### src/rtl/truth_table_sweeper_if.sv
// Bus between the truth-table sweeper and its test environment.
// Optional first-failure fields exist only when SWEEP_FIRST_FAIL_EN is defined.
interface truth_table_sweeper_if;
  logic        start;
  logic        abort;
  logic [15:0] expected;
  logic [3:0]  abcd;
  logic        q;
  logic        busy;
  logic        done;
  logic [15:0] table_out;
  logic [4:0]  mismatch_cnt;
  logic        pass;
`ifdef SWEEP_FIRST_FAIL_EN
  logic [3:0]  first_fail;
  logic        first_fail_vld;
`endif

  // master: environment that requests sweeps and hosts the circuit under test
  modport master (
    output start, abort, expected, q,
    input  abcd, busy, done, table_out, mismatch_cnt, pass
`ifdef SWEEP_FIRST_FAIL_EN
    , input first_fail, first_fail_vld
`endif
  );

  modport slave (
    input  start, abort, expected, q,
    output abcd, busy, done, table_out, mismatch_cnt, pass
`ifdef SWEEP_FIRST_FAIL_EN
    , output first_fail, first_fail_vld
`endif
  );
endinterface

### src/rtl/truth_table_sweeper.sv
// Walks a 4-input circuit through all 16 vectors, captures its truth table and
// counts mismatches against a golden table. SWEEP_FIRST_FAIL_EN adds first-failure capture.
module truth_table_sweeper #(
  parameter int unsigned SETTLE = 1
) (
  input logic                  clk,
  input logic                  areset_n,
  truth_table_sweeper_if.slave bus
);

  localparam int unsigned VEC_W  = 4;
  localparam int unsigned CNT_W  = 5;
  localparam int unsigned HOLD_W = 4;
  localparam int unsigned TBL_W  = 16;

  typedef enum logic [1:0] {
    IDLE = 2'd0,
    RUN  = 2'd1,
    DONE = 2'd2
  } state_t;

  state_t             state;
  logic [VEC_W-1:0]   abcd_r;
  logic [HOLD_W-1:0]  hold_r;
  logic [TBL_W-1:0]   exp_r;
  logic [TBL_W-1:0]   table_r;
  logic [CNT_W-1:0]   cnt_r;
  logic               busy_r;
  logic               done_r;
  logic               pass_r;
`ifdef SWEEP_FIRST_FAIL_EN
  logic [VEC_W-1:0]   ff_r;
  logic               ff_vld_r;
`endif

  logic               sample_c;
  logic               fail_c;
  logic [CNT_W-1:0]   cnt_nxt_c;

  // Sample on the edge that closes the last settle cycle of the current vector
  assign sample_c  = (state == RUN) && (hold_r == HOLD_W'(SETTLE));
  assign fail_c    = (bus.q != exp_r[abcd_r]);
  assign cnt_nxt_c = (fail_c && (cnt_r != CNT_W'(16))) ? cnt_r + CNT_W'(1) : cnt_r;

  always_ff @(posedge clk or negedge areset_n) begin
    if (!areset_n) begin
      state    <= IDLE;
      abcd_r   <= '0;
      hold_r   <= '0;
      exp_r    <= '0;
      table_r  <= '0;
      cnt_r    <= '0;
      busy_r   <= 1'b0;
      done_r   <= 1'b0;
      pass_r   <= 1'b0;
`ifdef SWEEP_FIRST_FAIL_EN
      ff_r     <= '0;
      ff_vld_r <= 1'b0;
`endif
    end else begin
      done_r <= 1'b0;
      case (state)
        IDLE: begin
          if (bus.start) begin
            state    <= RUN;
            abcd_r   <= '0;
            hold_r   <= '0;
            exp_r    <= bus.expected;
            table_r  <= '0;
            cnt_r    <= '0;
            pass_r   <= 1'b0;
            busy_r   <= 1'b1;
`ifdef SWEEP_FIRST_FAIL_EN
            ff_r     <= '0;
            ff_vld_r <= 1'b0;
`endif
          end
        end
        RUN: begin
          // Abort wins over a coincident sample; that sample is dropped
          if (bus.abort) begin
            state    <= IDLE;
            abcd_r   <= '0;
            hold_r   <= '0;
            pass_r   <= 1'b0;
            busy_r   <= 1'b0;
`ifdef SWEEP_FIRST_FAIL_EN
            ff_r     <= '0;
            ff_vld_r <= 1'b0;
`endif
          end else if (sample_c) begin
            table_r[abcd_r] <= bus.q;
            cnt_r           <= cnt_nxt_c;
            hold_r          <= '0;
`ifdef SWEEP_FIRST_FAIL_EN
            if (fail_c && !ff_vld_r) begin
              ff_r     <= abcd_r;
              ff_vld_r <= 1'b1;
            end
`endif
            if (abcd_r == VEC_W'(15)) begin
              state  <= DONE;
              busy_r <= 1'b0;
              done_r <= 1'b1;
              pass_r <= (cnt_nxt_c == '0);
            end else begin
              abcd_r <= abcd_r + VEC_W'(1);
            end
          end else begin
            hold_r <= hold_r + HOLD_W'(1);
          end
        end
        DONE: begin
          state <= IDLE;
        end
        default: begin
          state <= IDLE;
        end
      endcase
    end
  end

  assign bus.abcd         = abcd_r;
  assign bus.busy         = busy_r;
  assign bus.done         = done_r;
  assign bus.table_out    = table_r;
  assign bus.mismatch_cnt = cnt_r;
  assign bus.pass         = pass_r;
`ifdef SWEEP_FIRST_FAIL_EN
  assign bus.first_fail     = ff_r;
  assign bus.first_fail_vld = ff_vld_r;
`endif

endmodule
### src/flat_wrapper.sv
// flat-port wrapper written by rule: the top's interface ports become plain ports
module truth_table_sweeper_flat 
#(
  parameter int unsigned SETTLE = 1
)
  (clk, areset_n, bus_start, bus_abort, bus_expected, bus_q, bus_abcd, bus_busy, bus_done, bus_table_out, bus_mismatch_cnt, bus_pass);
  truth_table_sweeper_if bus_i ();
  input logic clk;
  input logic areset_n;
  input wire logic [$bits(bus_i.start)-1:0] bus_start;
  input wire logic [$bits(bus_i.abort)-1:0] bus_abort;
  input wire logic [$bits(bus_i.expected)-1:0] bus_expected;
  input wire logic [$bits(bus_i.q)-1:0] bus_q;
  output wire logic [$bits(bus_i.abcd)-1:0] bus_abcd;
  output wire logic [$bits(bus_i.busy)-1:0] bus_busy;
  output wire logic [$bits(bus_i.done)-1:0] bus_done;
  output wire logic [$bits(bus_i.table_out)-1:0] bus_table_out;
  output wire logic [$bits(bus_i.mismatch_cnt)-1:0] bus_mismatch_cnt;
  output wire logic [$bits(bus_i.pass)-1:0] bus_pass;
  assign bus_i.start = bus_start;
  assign bus_i.abort = bus_abort;
  assign bus_i.expected = bus_expected;
  assign bus_i.q = bus_q;
  assign bus_abcd = bus_i.abcd;
  assign bus_busy = bus_i.busy;
  assign bus_done = bus_i.done;
  assign bus_table_out = bus_i.table_out;
  assign bus_mismatch_cnt = bus_i.mismatch_cnt;
  assign bus_pass = bus_i.pass;
  truth_table_sweeper #(.SETTLE(SETTLE)) u_core (.clk(clk), .areset_n(areset_n), .bus(bus_i));
endmodule
### config.mk
export PLATFORM = sky130hd
export DESIGN_NAME = truth_table_sweeper_flat
export DESIGN_NICKNAME = d
export VERILOG_FILES = /design/src/rtl/truth_table_sweeper_if.sv /design/src/rtl/truth_table_sweeper.sv /design/src/flat_wrapper.sv
export SDC_FILE = /design/constraint.sdc
export NUM_CORES = 1
export LEC_CHECK = 0
export ABC_AREA = 1
export BUFFER_PORTS_ARGS = -buffer_cell sky130_fd_sc_hd__buf_4
export CAP_MARGIN = 20
export CORE_AREA = 10 10 79 81
export CTS_BUF_LIST = sky130_fd_sc_hd__clkbuf_2
export DETAILED_ROUTE_END_ITERATION = 6
export DIE_AREA = 0 0 89 91
export PLACE_DENSITY = 0.82
export REMOVE_ABC_BUFFERS = 1
export SKIP_LAST_GASP = 1
export SLEW_MARGIN = 20
export SYNTH_ARGS = -nofsm -noshare
export SYNTH_HDL_FRONTEND = slang
export SYNTH_SLANG_ARGS = --single-unit
### constraint.sdc
create_clock -name clk -period 3.5 [get_ports clk]
set_input_delay 0.175 -clock clk [delete_from_list [all_inputs] [get_ports clk]]
set_output_delay 0.175 -clock clk [all_outputs]
set_load 0.03 [all_outputs]
Word-level counts from Yosys, hierarchy flattened:

Index checks and enable logic that the tools add are counted.

* output and inout bits: 28
* register bits: 50
* bits of input ports: 21
* logic and storage cells: 78

* eq/ne operators: 11
* magnitude comparators: 2
* add/subtract/negate cells: 3
* muxes and demuxes: 41
* reduce and logical (&&, ||, !) cells: 12

Operators by type and width (count)
* $mux 16: 3
* $pmux 16 s2: 1
* $mux 4: 6
* $mux 5: 4
* $bwmux 16: 1
* $pmux 4 s2: 2
* $mux 1: 14
* $reduce_and 4->1: 3
* $pmux 5 s2: 1
* $add 4x1->4 const B: 2
* $mux 2: 4
* $ne 3x3->1 const B: 2
* $add 5x1->5 const B: 1
* $logic_not 5->1: 1
* $lt 4x5->1 const B: 1
* $ne 5x5->1 const B: 1
* $bmux 1 s4: 1
* $demux 1 s4: 1
* $eq 4x1->1 const B: 1
* $eq 4x4->1 const B: 1
* $ge 4x1->1 const B: 1
* $ne 2x2->1 const B: 2
* $pmux 1 s2: 2
* $pmux 2 s2: 1
* 9 further kinds: 12

Logic depth before layout (Yosys ltp):

* depth after elaboration: 10
* mapped depth: 17
* mapped depth without buffers: 15

Worst setup path before layout:

No wires, ideal clock.

* path kind: register to register
* start: reg u_core.abcd_r[1], in the netlist u_core.bus.abcd[1]
* end: reg u_core.abcd_r[3], in the netlist u_core.bus.abcd[3]
* library setup time: 0.088 ns
* cell stages (with the launch flop): 10
* arrival time: 1.812 ns
* required time: 3.412 ns
* setup slack: 1.600 ns
* path buffers: 0
* clock period less this slack: 1.900 ns
* path through: dfrtp_1 > ha_1 > inv_1 > nor2_2 > inv_2 > nor3_1 > nor2_4 > inv_2 > nor2_1 > nor3b_1

* longest elaborated chain between the ends: 5
* elaborated cells on any way between the ends: 8
* classes of those cells: 1 x add/sub; 2 x eq/ne; 4 x mux; 1 x reduce/logical

RTL lines
* start: declaration: line truth_table_sweeper.sv:23 `logic [VEC_W-1:0] abcd_r;`
* start signal: assignment: line truth_table_sweeper.sv:107 `abcd_r <= abcd_r + VEC_W'(1);`
* $add 4x1->4: line truth_table_sweeper.sv:107
* $mux 4: line truth_table_sweeper.sv:101 `if (abcd_r == VEC_W'(15)) begin`
* $mux 4: line truth_table_sweeper.sv:91 `end else if (sample_c) begin`
* $mux 4: line truth_table_sweeper.sv:81 `if (bus.abort) begin`
* $pmux 4 s2: line truth_table_sweeper.sv:62 `case (state)`

Several ways; a longest one is shown, not always the timed one. The select of a mux whose other input is x is not followed.
A chain may end at the register's enable or synchronous reset.

Worst setup path in the final report:

* start: reg u_core.abcd_r[0], in the netlist u_core.bus.abcd[0]
* end: reg u_core.abcd_r[3], in the netlist u_core.bus.abcd[3]

The elaborated chain is that of the path after synthesis.

==> metrics.txt <==
# TYPE chip_impl_metric gauge
chip_impl_metric{name="max-clock-path-buffers",unit=""} 2
chip_impl_metric{name="tightest_slew",unit="ns"} 0.602
chip_impl_metric{name="worst_skew_pair_later_pin_latency",unit="ns"} 0.42
chip_impl_metric{name="dp.final_hpwl",unit="um"} 4460
chip_impl_info{name="critical_path.cell_chain",value="ha_1 -> inv_1 -> nor2_2 -> inv_2 -> nor3_1 -> nor2_4 -> inv_2 -> nor2_1 -> nor3b_1"} 1
chip_impl_metric{name="arrival",unit="ns"} 2.56
chip_impl_info{name="clockRootBuffer",value="sky130_fd_sc_hd__clkbuf_2"} 1
chip_impl_metric{name="timing.final.setup_violations",unit=""} 0
chip_impl_metric{name="slew_headroom",unit="%"} 59.9
chip_impl_metric{name="synth_cells",unit=""} 333
chip_impl_metric{name="clock_skew",unit="ns"} 0.0140
chip_impl_metric{name="worst_case_setup_margin_in_the_final_layout",unit="ns"} 1.29
chip_impl_info{name="slowest_stage",value="sky130_fd_sc_hd__dfrtp_1"} 1
chip_impl_metric{name="postRouteAntennaNets",unit=""} 0
chip_impl_metric{name="fp-row-count",unit=""} 25
chip_impl_info{name="final_common_cell",value="sky130_fd_sc_hd__nand2_1"} 1
chip_impl_metric{name="floorplan.initialDensity",unit="%"} 58.2
chip_impl_metric{name="layout_worst_path_cycle_share",unit="%"} 63.3
chip_impl_info{name="hold_class",value="in -> reg"} 1
chip_impl_metric{name="cts_buffers",unit=""} 5
chip_impl_info{name="critPathCaptureType",value="flip-flop"} 1
chip_impl_metric{name="vias",unit=""} 2403
chip_impl_info{name="cpMostUsedCell",value="sky130_fd_sc_hd__inv_2"} 1
chip_impl_metric{name="antenna_violations_before_repair",unit=""} 0
chip_impl_metric{name="vdd_drop_max",unit="mV"} 0.387
chip_impl_metric{name="first_pass_grt_wire_length",unit="um"} 10700
chip_impl_info{name="result_of_the_run",value="finished, final reports clean"} 1
chip_impl_metric{name="yosys_register_bits",unit=""} 50
chip_impl_metric{name="drcViolationCount",unit=""} 0
chip_impl_metric{name="grt.met2_usage",unit="%"} 27.5
chip_impl_metric{name="ctsHtreeMaxLevel",unit=""} 2
chip_impl_metric{name="netlist_area",unit="sq um"} 2710
chip_impl_info{name="whs_endpoint",value="u_core.state[1]"} 1
chip_impl_metric{name="initialDrtViolationCount",unit=""} 105
chip_impl_metric{name="first_pass_iters",unit=""} 4
chip_impl_metric{name="pre_cts_slack",unit="ns"} 1.36
chip_impl_metric{name="core_region_area",unit="sq um"} 4660
chip_impl_metric{name="die-area",unit="sq um"} 8100
chip_impl_metric{name="final_hold_viol_count",unit=""} 0
chip_impl_metric{name="power.leakage",unit="nW"} 1.68
chip_impl_metric{name="cts.sinks",unit=""} 50
chip_impl_metric{name="num_io_pins",unit=""} 49
chip_impl_metric{name="grt_pass1_vias",unit=""} 2417
chip_impl_metric{name="worst-path-max-fanout",unit=""} 13
chip_impl_metric{name="grt_start_max_net_pins",unit=""} 51
chip_impl_metric{name="fmaxAchievable",unit="MHz"} 452
chip_impl_info{name="global_route_layer_with_the_greatest_usage",value="met2"} 1
chip_impl_metric{name="per_instance_average_area_after_synthesis",unit="sq um"} 8.15
chip_impl_info{name="cts_tree",value="built"} 1
chip_impl_metric{name="maxCapViolCount",unit=""} 0
chip_impl_info{name="cp-start-kind",value="flip-flop"} 1
chip_impl_metric{name="cp_data_required_time",unit="ns"} 3.84
chip_impl_metric{name="holdWs",unit="ns"} 0.0524
chip_impl_metric{name="timing.final.crit_period",unit="ns"} 2.21
chip_impl_metric{name="cts_setup_buffers",unit=""} 0
chip_impl_metric{name="globalRouteOverflowTotal",unit=""} 0
chip_impl_metric{name="fin_tns_setup",unit="ns"} 0
chip_impl_metric{name="global_route.usage.met1",unit="%"} 18.4
chip_impl_metric{name="groute.layer.met3.usage",unit="%"} 5.18
chip_impl_info{name="r2r_end",value="u_core.bus.abcd[3]"} 1
chip_impl_metric{name="p_per_area",unit="nW/um^2"} 690
chip_impl_metric{name="die_height",unit="um"} 91
chip_impl_metric{name="syn2layout_area_growth",unit="%"} 22.6
chip_impl_metric{name="globalRouteTotalUtil",unit="%"} 16.0
chip_impl_metric{name="hold_path_depth",unit=""} 4
chip_impl_info{name="setup.worst_path.class",value="reg -> reg"} 1
chip_impl_metric{name="gp_congestion",unit=""} 0.859
chip_impl_metric{name="yosysWarningCount",unit=""} 0
chip_impl_metric{name="vias_per_cell",unit=""} 5.32
chip_impl_metric{name="cts_repair_resize_count",unit=""} 0
chip_impl_metric{name="routedWlPerCell",unit="um"} 13.8
chip_impl_metric{name="die_width",unit="um"} 89
chip_impl_metric{name="ff2ff_setup_slack",unit="ns"} 1.29
chip_impl_info{name="hold_path_startpoint",value="bus_abort"} 1
chip_impl_metric{name="layout-drive-gt1-share",unit="%"} 19.8
chip_impl_metric{name="placement.io_buffers",unit=""} 48
chip_impl_metric{name="critical-path-max-stage-delay",unit="ns"} 0.69
chip_impl_metric{name="clkSlewWorstSetupHoldPaths",unit="ns"} 0.24
chip_impl_metric{name="r2r.worst_path.cells",unit=""} 9
chip_impl_metric{name="slew_viol_final",unit=""} 0
chip_impl_metric{name="synth_cell_types",unit=""} 31
chip_impl_info{name="rsz0062_at_grt",value="no"} 1
chip_impl_metric{name="num_antenna_cells",unit=""} 0
chip_impl_info{name="layout.cells.most_common_list",value="83 x sky130_fd_sc_hd__nand2_1, 50 x sky130_fd_sc_hd__dfrtp_1, 48 x sky130_fd_sc_hd__buf_4, 45 x sky130_fd_sc_hd__inv_1, 34 x sky130_fd_sc_hd__o21ai_0"} 1
chip_impl_metric{name="design.final.nets",unit=""} 427
chip_impl_metric{name="total_wire_length",unit="um"} 6240
chip_impl_info{name="crit-reg2reg-launch",value="u_core.bus.abcd[0]"} 1
chip_impl_metric{name="synth_sequential_area_ratio",unit="%"} 46.1
chip_impl_metric{name="cts-hold-fix-buffers",unit=""} 18
worst max-delay path by stage:
stage                        from                  to  slack (ns)  cells past startpoint
6_report       u_core.bus.abcd[0]  u_core.bus.abcd[3]        1.29                      9
5_1_grt           u_core.state[1]     u_core.bus.pass        1.07                     13
4_1_cts        u_core.bus.abcd[0]  u_core.bus.abcd[3]        1.29                      9
3_5_place_dp   u_core.bus.abcd[0]  u_core.bus.abcd[3]        1.36                      9
3_3_place_gp      u_core.state[1]     u_core.bus.pass        1.46                     13
2_1_floorplan  u_core.bus.abcd[0]  u_core.bus.abcd[3]        1.48                      9
final cells by class:
type | count | area (sq um)
Clock buffer | 5 | 25.0
Multi-Input combinational cell | 218 | 1190
Timing Repair Buffer | 66 | 541
Inverter | 57 | 221
Sequential cell | 50 | 1250
Clock inverter | 2 | 33.8
Fill cell | 368 | 1330
Tap cell | 54 | 67.6
power breakdown:
part | internal, W | switching (W)
clock | 0.000115 | 0.000177
combinational | 0.000379 | 0.000788
sequential | 0.000732 | 0.000105
per-stage QoR:
stage,std cells,cell area (sq um),util (%),total power [W]
3_5_place_dp,427,3090,66.3,0.00199
4_1_cts,452,3330,71.4,0.00230
2_1_floorplan,325,2660,-,0.00167
3_3_place_gp,427,3090,66.3,0.00196
5_1_grt,452,3330,71.4,0.00249
6_report,452,3330,71.4,0.00229
per-layer routing:
layer | share of wire [%] | up-vias
li1 | - | 1202
met1 | 42 | 1121
met2 | 49 | 70
met3 | 7.4 | 10
met4 | 1.3 | 0
met5 | 0 | -
synthesized netlist by cell type:
cell                        count  area [sq um]
sky130_fd_sc_hd__o21ai_4        1          16.3
sky130_fd_sc_hd__inv_6          1          8.76
sky130_fd_sc_hd__xnor2_1        1          8.76
sky130_fd_sc_hd__a21oi_1       11          55.1
sky130_fd_sc_hd__xor2_1         2          17.5
sky130_fd_sc_hd__nor2_2         2          12.5
sky130_fd_sc_hd__inv_2          9          33.8
sky130_fd_sc_hd__nor3b_1        1          7.51
sky130_fd_sc_hd__clkinv_1       1          3.75
sky130_fd_sc_hd__o22ai_1        5          31.3
sky130_fd_sc_hd__o2111ai_1      1          8.76
sky130_fd_sc_hd__nand3_1       18          90.1
sky130_fd_sc_hd__nor2_8         2          40.0
sky130_fd_sc_hd__ha_1           8           100
sky130_fd_sc_hd__buf_2          1          5.00
sky130_fd_sc_hd__o31ai_2        1          12.5
sky130_fd_sc_hd__o21ai_1        6          30.0
sky130_fd_sc_hd__nor3_1         2          10.0
sky130_fd_sc_hd__o31ai_1       12          90.1
sky130_fd_sc_hd__dfrtp_1       50          1250
sky130_fd_sc_hd__nand3_4        2          35.0
sky130_fd_sc_hd__nor2_1        15          56.3
sky130_fd_sc_hd__inv_1         45           169
sky130_fd_sc_hd__nor2_4         3          33.8
sky130_fd_sc_hd__inv_4          1          6.26
sky130_fd_sc_hd__buf_6          3          33.8
sky130_fd_sc_hd__nand4_1        5          31.3
sky130_fd_sc_hd__nand2_2        3          18.8
sky130_fd_sc_hd__clkbuf_1       4          15.0
sky130_fd_sc_hd__o21ai_0       34           170
sky130_fd_sc_hd__nand2_1       83           312
sequential cells by signal, indices dropped and copies added (netlist names), 2 cells and up:
signal,cells
u_core.bus.abcd,4
u_core.exp_r,16
u_core.hold_r,4
u_core.bus.mismatch_cnt,5
u_core.bus.table_out,16
u_core.state,2
worst max-delay path, delay by kind of cell (launching register included):
kind,cells,cell delay (ns)
buf+inv,3,0.30
simple gates,5,0.88
fa+ha+maj,1,0.28
flops,1,0.69
cells by family (layout without fill, tap and decap cells):
| kind of cell | count (synthesis) | count (layout) | synth area share, % |
|---|---|---|---|
| AO/OA/AOI/OAI | 71 | 71 | 15.3 |
| XOR/XNOR | 3 | 3 | 0.968 |
| adder cells (fa/ha/maj) | 8 | 8 | 3.69 |
| buffers and inverters | 65 | 130 | 10.1 |
| flip-flops | 50 | 50 | 46.1 |
| AND/OR/NAND/NOR | 136 | 136 | 23.8 |
(Power assumes the default switching activity.)
